$ cat src/rtl/pipe_pkg.sv
// Shared word and counter types for the adder pipeline sink.
package pipe_pkg;
  localparam int WORD_W     = 32;
  localparam int DROP_CNT_W = 16;

  typedef logic [WORD_W-1:0]     word_t;
  typedef logic [DROP_CNT_W-1:0] drop_cnt_t;
endpackage

$ cat src/rtl/pipe_sink_fifo_mem.sv
// DEPTH x WIDTH register array: one synchronous write port, one asynchronous read port.
// Contents are deliberately not reset; validity is tracked by the owning FIFO's pointers.
module pipe_sink_fifo_mem #(
  parameter int WIDTH = 32,
  parameter int DEPTH = 4,
  parameter int AW    = $clog2(DEPTH)
) (
  input  logic             clk,
  input  logic             i_we,
  input  logic [AW-1:0]    i_waddr,
  input  logic [WIDTH-1:0] i_wdata,
  input  logic [AW-1:0]    i_raddr,
  output logic [WIDTH-1:0] o_rdata
);

  logic [WIDTH-1:0] r_mem [DEPTH];

  // Storage write
  always_ff @(posedge clk) begin
    if (i_we) begin
      r_mem[i_waddr] <= i_wdata;
    end
  end

  assign o_rdata = r_mem[i_raddr];

endmodule

$ cat src/rtl/pipe_sink_fifo.sv
// Show-ahead FIFO that absorbs an unstallable valid-only stream and re-presents it as ready/valid.
// Define PIPE_SINK_DROP_COUNT_EN to add a saturating drop_count output.
module pipe_sink_fifo
  import pipe_pkg::*;
#(
  parameter int WIDTH = WORD_W,
  parameter int DEPTH = 4
) (
  input  logic                         clk,
  input  logic                         rst,
  input  logic [WIDTH-1:0]             in_data,
  input  logic                         in_valid,
  output logic [WIDTH-1:0]             out_data,
  output logic                         out_valid,
  input  logic                         out_ready,
  output logic [$clog2(DEPTH):0]       level,
  output logic                         full,
  output logic                         overflow
`ifdef PIPE_SINK_DROP_COUNT_EN
  ,
  output drop_cnt_t                    drop_count
`endif
);

  localparam int AW = $clog2(DEPTH);
  localparam logic [AW:0] PTR_ONE = {{AW{1'b0}}, 1'b1};

  logic [AW:0] r_wr_ptr;
  logic [AW:0] r_rd_ptr;
  logic        r_overflow;
  logic        w_empty;
  logic        w_full;
  logic        w_pop;
  logic        w_push;
  logic        w_drop;

  // Pointer MSBs disambiguate full from empty when the index bits match.
  assign w_empty = (r_wr_ptr == r_rd_ptr);
  assign w_full  = (r_wr_ptr[AW-1:0] == r_rd_ptr[AW-1:0]) && (r_wr_ptr[AW] != r_rd_ptr[AW]);
  assign w_pop   = !w_empty && out_ready;
  assign w_push  = in_valid && (!w_full || w_pop);
  assign w_drop  = in_valid && w_full && !w_pop;

  // Write and read pointers
  always_ff @(posedge clk or posedge rst) begin
    if (rst) begin
      r_wr_ptr <= '0;
      r_rd_ptr <= '0;
    end else begin
      if (w_push) begin
        r_wr_ptr <= r_wr_ptr + PTR_ONE;
      end else begin
        r_wr_ptr <= r_wr_ptr;
      end
      if (w_pop) begin
        r_rd_ptr <= r_rd_ptr + PTR_ONE;
      end else begin
        r_rd_ptr <= r_rd_ptr;
      end
    end
  end

  // Sticky overflow flag, cleared only by reset
  always_ff @(posedge clk or posedge rst) begin
    if (rst) begin
      r_overflow <= 1'b0;
    end else if (w_drop) begin
      r_overflow <= 1'b1;
    end else begin
      r_overflow <= r_overflow;
    end
  end

`ifdef PIPE_SINK_DROP_COUNT_EN
  drop_cnt_t r_drop_count;

  // Saturating count of discarded beats
  always_ff @(posedge clk or posedge rst) begin
    if (rst) begin
      r_drop_count <= '0;
    end else if (w_drop && (r_drop_count != 16'hFFFF)) begin
      r_drop_count <= r_drop_count + 16'd1;
    end else begin
      r_drop_count <= r_drop_count;
    end
  end

  assign drop_count = r_drop_count;
`endif

  pipe_sink_fifo_mem #(
    .WIDTH (WIDTH),
    .DEPTH (DEPTH),
    .AW    (AW)
  ) u_mem (
    .clk     (clk),
    .i_we    (w_push),
    .i_waddr (r_wr_ptr[AW-1:0]),
    .i_wdata (in_data),
    .i_raddr (r_rd_ptr[AW-1:0]),
    .o_rdata (out_data)
  );

  assign out_valid = !w_empty;
  assign level     = r_wr_ptr - r_rd_ptr;
  assign full      = w_full;
  assign overflow  = r_overflow;

endmodule
$ cat config.mk
export PLATFORM = sky130hd
export DESIGN_NAME = pipe_sink_fifo
export DESIGN_NICKNAME = d
export VERILOG_FILES = /design/src/rtl/pipe_pkg.sv /design/src/rtl/pipe_sink_fifo_mem.sv /design/src/rtl/pipe_sink_fifo.sv
export SDC_FILE = /design/constraint.sdc
export NUM_CORES = 1
export LEC_CHECK = 0
export BUFFER_PORTS_ARGS = -buffer_cell sky130_fd_sc_hd__buf_2
export CAP_MARGIN = 20
export CORE_AREA = 3 3 80 120
export CTS_BUF_LIST = sky130_fd_sc_hd__clkbuf_8
export DETAILED_ROUTE_END_ITERATION = 6
export DIE_AREA = 0 0 83 123
export PLACE_DENSITY = 0.81
export SYNTH_ARGS = -nofsm -noshare
export SYNTH_HDL_FRONTEND = slang
export SYNTH_SLANG_ARGS = --single-unit
$ cat constraint.sdc
create_clock -name clk -period 3.7 [get_ports clk]
set_input_delay 0.74 -clock clk [delete_from_list [all_inputs] [get_ports clk]]
set_output_delay 0.74 -clock clk [all_outputs]
set_load 0.05 [all_outputs]
# Word-level counts from Yosys, hierarchy flattened
# Memory sizes are Yosys's and may differ from the RTL's.
# Index checks and enable logic that the tools add are counted.
dict set report word_totals {
  inputBits 36
  word_cells 21
  mem_count 1
  ramBits 128
  out_inout_bits 38
  register_bits 7
}
# memory words width rd rd_clocked_by_memory_dff write_ports line
set mem_list {}
lappend mem_list {u_mem.r_mem 4 32 1 0 1 pipe_sink_fifo_mem.sv:16} ;# logic [WIDTH-1:0] r_mem [DEPTH];
dict set report op_classes {
  eq_ne 3
  n_addsub 3
  reduce_logical 9
  muxes 2
}
# cell n
set op_table {}
lappend op_table {{3-bit by 1-bit adder with 3-bit output, second input constant} 2}
lappend op_table {{1-bit logical AND} 5}
lappend op_table {{3-bit == test} 1}
lappend op_table {{1-bit logical NOT} 3}
lappend op_table {{3-bit subtractor} 1}
lappend op_table {{2-bit == test} 1}
lappend op_table {{1-bit two-way mux} 2}
lappend op_table {{1-bit logical OR} 1}
lappend op_table {{1-bit != test} 1}

# Longest topological paths before layout
dict set report depth {
  depth_word 7
  mapped_depth 7
  ltp_nobuf 5
}

# By module
# A second synthesis with hierarchy kept.
dict set report unflattened {
  hier_cells 213
  hier_area_um2 5131.2
}
# mod cells_each area_per_inst_um2 instances
set by_module_without_submodules {}
lappend by_module_without_submodules {pipe_sink_fifo_mem 171 4689.5 1}
lappend by_module_without_submodules {pipe_sink_fifo 42 441.7 1}

# Worst setup path after synthesis
# Ideal clock, no wire load.
dict set report synth_path {
  path_type {register to output}
  from {reg r_rd_ptr[1]}
  to {out full}
  t_arrival_ps 1957
  path_stages_with_launch 7
  path_buffers 2
  setup_slack_ps 1003
  t_required_ps 2960
  path_cell_list {dfrtp_1 clkbuf_1 buf_2 inv_1 ha_1 nand2_1 nor2_1}
}
dict set report synth_between {
  elab_chain_cells 2
}
# item line
set synth_lines {}
lappend synth_lines {{start, declared} pipe_sink_fifo.sv:29} ;# logic [AW:0] r_rd_ptr;
lappend synth_lines {{start signal, assigned} pipe_sink_fifo.sv:56} ;# r_rd_ptr <= r_rd_ptr + PTR_ONE;
lappend synth_lines {{start signal, assigned} pipe_sink_fifo.sv:58} ;# r_rd_ptr <= r_rd_ptr;
lappend synth_lines {{2-bit == test} pipe_sink_fifo.sv:39} ;# assign w_full = (r_wr_ptr[AW-1:0] == r_rd_ptr[AW-1:0]) && (r_wr_ptr[AW] != r_rd_ptr[AW]);
lappend synth_lines {{1-bit logical AND} pipe_sink_fifo.sv:39}
lappend synth_lines {{end, declared} pipe_sink_fifo.sv:17} ;# output logic full,
# No other way between the ends.

# Final worst setup path
dict set report layout_path {
  from {reg r_rd_ptr[0]}
  to {out out_data[25]}
}
dict set report layout_between {
  elab_chain_cells 1
}
# item line
set layout_lines {}
lappend layout_lines {{memory read 4 x 32 bit} -}
lappend layout_lines {{end, declared} pipe_sink_fifo.sv:13} ;# output logic [WIDTH-1:0] out_data,
# No other way between the ends.

==> results.yml <==
detailed_routing:
  drtIter0Drc: 135
  vias_per_cell: 5.64
  wl_per_cell_um: 20.0
  drc: 0
  first_pass_iters: 4
  final_antenna_net_count: 0
  postRouteWirelength_um: 8530
  vias: 2409
floorplanning:
  die_y_um: 123
  coreArea_um2: 8720
  ios: 74
  die_w_um: 83
  initial_core_util: 0.586
  std_cell_rows: 42
  die_area_um2: 10200
clock_network:
  insertion_delay_ns: 0.42
  hold_buffers: 0
  post_cts_resized: 0
  cts_buffers: 17
  path_clk_slew_ns: 0.06
  cts_setup_buffers: 0
  cts_tree: "built"
  numClockSinks: 135
  clock_path_buffers: 2
  root_buffer: "clkbuf_8"
  cts_max_level: 4
synth:
  yosysSeqAreaShare: 0.786
  synth_top_cell_by_area: "edfxtp_1"
  ys_ff_latch: 135
  syn-cell-area_um2: 5110
  synthTopCellsByArea: "edfxtp_1 75%, mux4_2 14%, dfrtp_1 3.4%"
  synthDistinctLibCells: 25
  synthTopCellsByCount: "128 x edfxtp_1, 32 x mux4_2, 7 x dfrtp_1, 7 x ha_1, 6 x inv_1"
  synth_flop_cell: "edfxtp_1"
  syn_area_per_cell_um2: 23.5
  synth_top_area_frac: 0.752
  syn_nets: 261
  synth_edf_count: 128
  yosysWarnings: 0
  synth_cells: 217
  synth_most_common_cell: "edfxtp_1"
  async_flop_share: 0.0519
timing:
  rsz0062_at_grt: "no"
  slew_violations: 0
  setup_viol: 0
  hold_violations: 0
  fmaxAchievable_mhz: 337
  worstMarginPinSlew_ns: 0.837
  fin_skew_ns: 0.00590
  setup_tns_ns: 0
  period_needed_ns: 2.97
  finalCritPeriodShare: 0.803
  max-slew-margin-rel: 0.442
placement:
  post-dp-hpwl_um: 5500
  portBuffers: 73
  gp_congestion: 0.774
worst_setup_path:
  slowest_stage: "mux4_2"
  cp-end-kind: "primary output"
  critPathMaxFanout: 30
  start_kind: "register"
  crit_required_ns: 2.96
  cpLargestDelayFamily: "buffers and inverters"
  critical_path_class: "reg -> out"
  critPathBufInv: 2
  crit_chain: "buf_4 -> mux4_2 -> buf_2"
  worstPathArrival_ns: 2.23
  crit_path_max_incr_delay_ns: 0.61
grt:
  antenna_found_initial: 0
  grtUsageTotal: 0.182
  grt_pass1_wl_um: 13400
  grt_max_degree: 36
  gr-total-overflow: 0
  grt_pass1_vias: 2678
min_path:
  hold_class: "in -> async"
layout:
  nNetsFinal: 347
  syn2layout_area_growth_pct: 16.2
  drive_gt1_frac: 0.453
job:
  drv_cap: 0
status:
  outcome: "finished, final reports clean"
## cell usage in the layout (no fill, tap or decap), drive strengths merged, types with 2 or more instances in the layout
master,count
mux4,32
edfxtp,128
and3,4
nand2,4
clkbuf,22
xnor2,4
o21ai,2
inv,14
mux2,2
buf,75
ha,7
nor2,3
dfrtp,7
## stage by stage
stage / setup WS (ns) / hold slack [ns] / instance area [µm²] / utilization / std cells
4_1_cts: 0.654 / 0.222 / 5930 / 0.680 / 426
3_3_place_gp: 1.13 / 0.453 / 5590 / 0.641 / 394
3_5_place_dp: 1.12 / 0.473 / 5590 / 0.641 / 394
5_1_grt: 0.578 / 0.236 / 5930 / 0.680 / 426
6_report: 0.730 / 0.243 / 5940 / 0.681 / 427
2_1_floorplan: 1.00 / 0.497 / 5110 / - / 217
## routing by layer
layer / global-route usage / part of all wire / vias up
met1: 0.185 / 0.35 / 1237
met4: 0.0941 / 0.018 / 0
met5: 0 / 0 / -
met3: 0.0713 / 0.057 / 14
met2: 0.325 / 0.57 / 87
li1: - / - / 1071
## logic make-up (layout without fill, tap and decap cells)
group / Yosys count / in the layout / synth area share
flops: 135 / 135 / 0.786
mux: 34 / 34 / 0.145
simple gates: 16 / 16 / 0.0167
buf+inv: 14 / 113 / 0.0135
fa+ha+maj: 8 / 8 / 0.0211
compound gates: 5 / 5 / 0.00833
xor+xnor: 5 / 5 / 0.00857
other cells: 0 / 1 / 0
## final timing paths
path / end / depth (start not counted) / slack [ns] / start
worst max-delay path: out_data[25] / 3 / 0.73 / r_rd_ptr[0]
worst min-delay path: r_wr_ptr[0] / 2 / 0.24 / rst
worst max register to register: u_mem.r_mem[2][17] / 5 / 1.33 / r_wr_ptr[0]
worst min register to register: overflow / 1 / 0.48 / overflow
max in group asynchronous: r_rd_ptr[0] / 2 / 3.21 / rst
min in group clk: overflow / 1 / 0.48 / overflow
## final cells by class
class,count,area (µm²)
fill,570,2790
sequential,135,4020
inverter,6,22.5
clock inverter,10,42.5
antenna,1,2.50
multi-input combinational,68,1030
timing repair buffer,75,380
clock buffer,22,303
tap,110,138
## state kept, by name, indices dropped and copies added (netlist names)
signal,cells
overflow,1
r_rd_ptr,3
r_wr_ptr,3
u_mem.r_mem,128
Power is left out: the tool's default activity adds up to more than one toggle a clock period on the data nets, which glitch-free logic cannot reach.
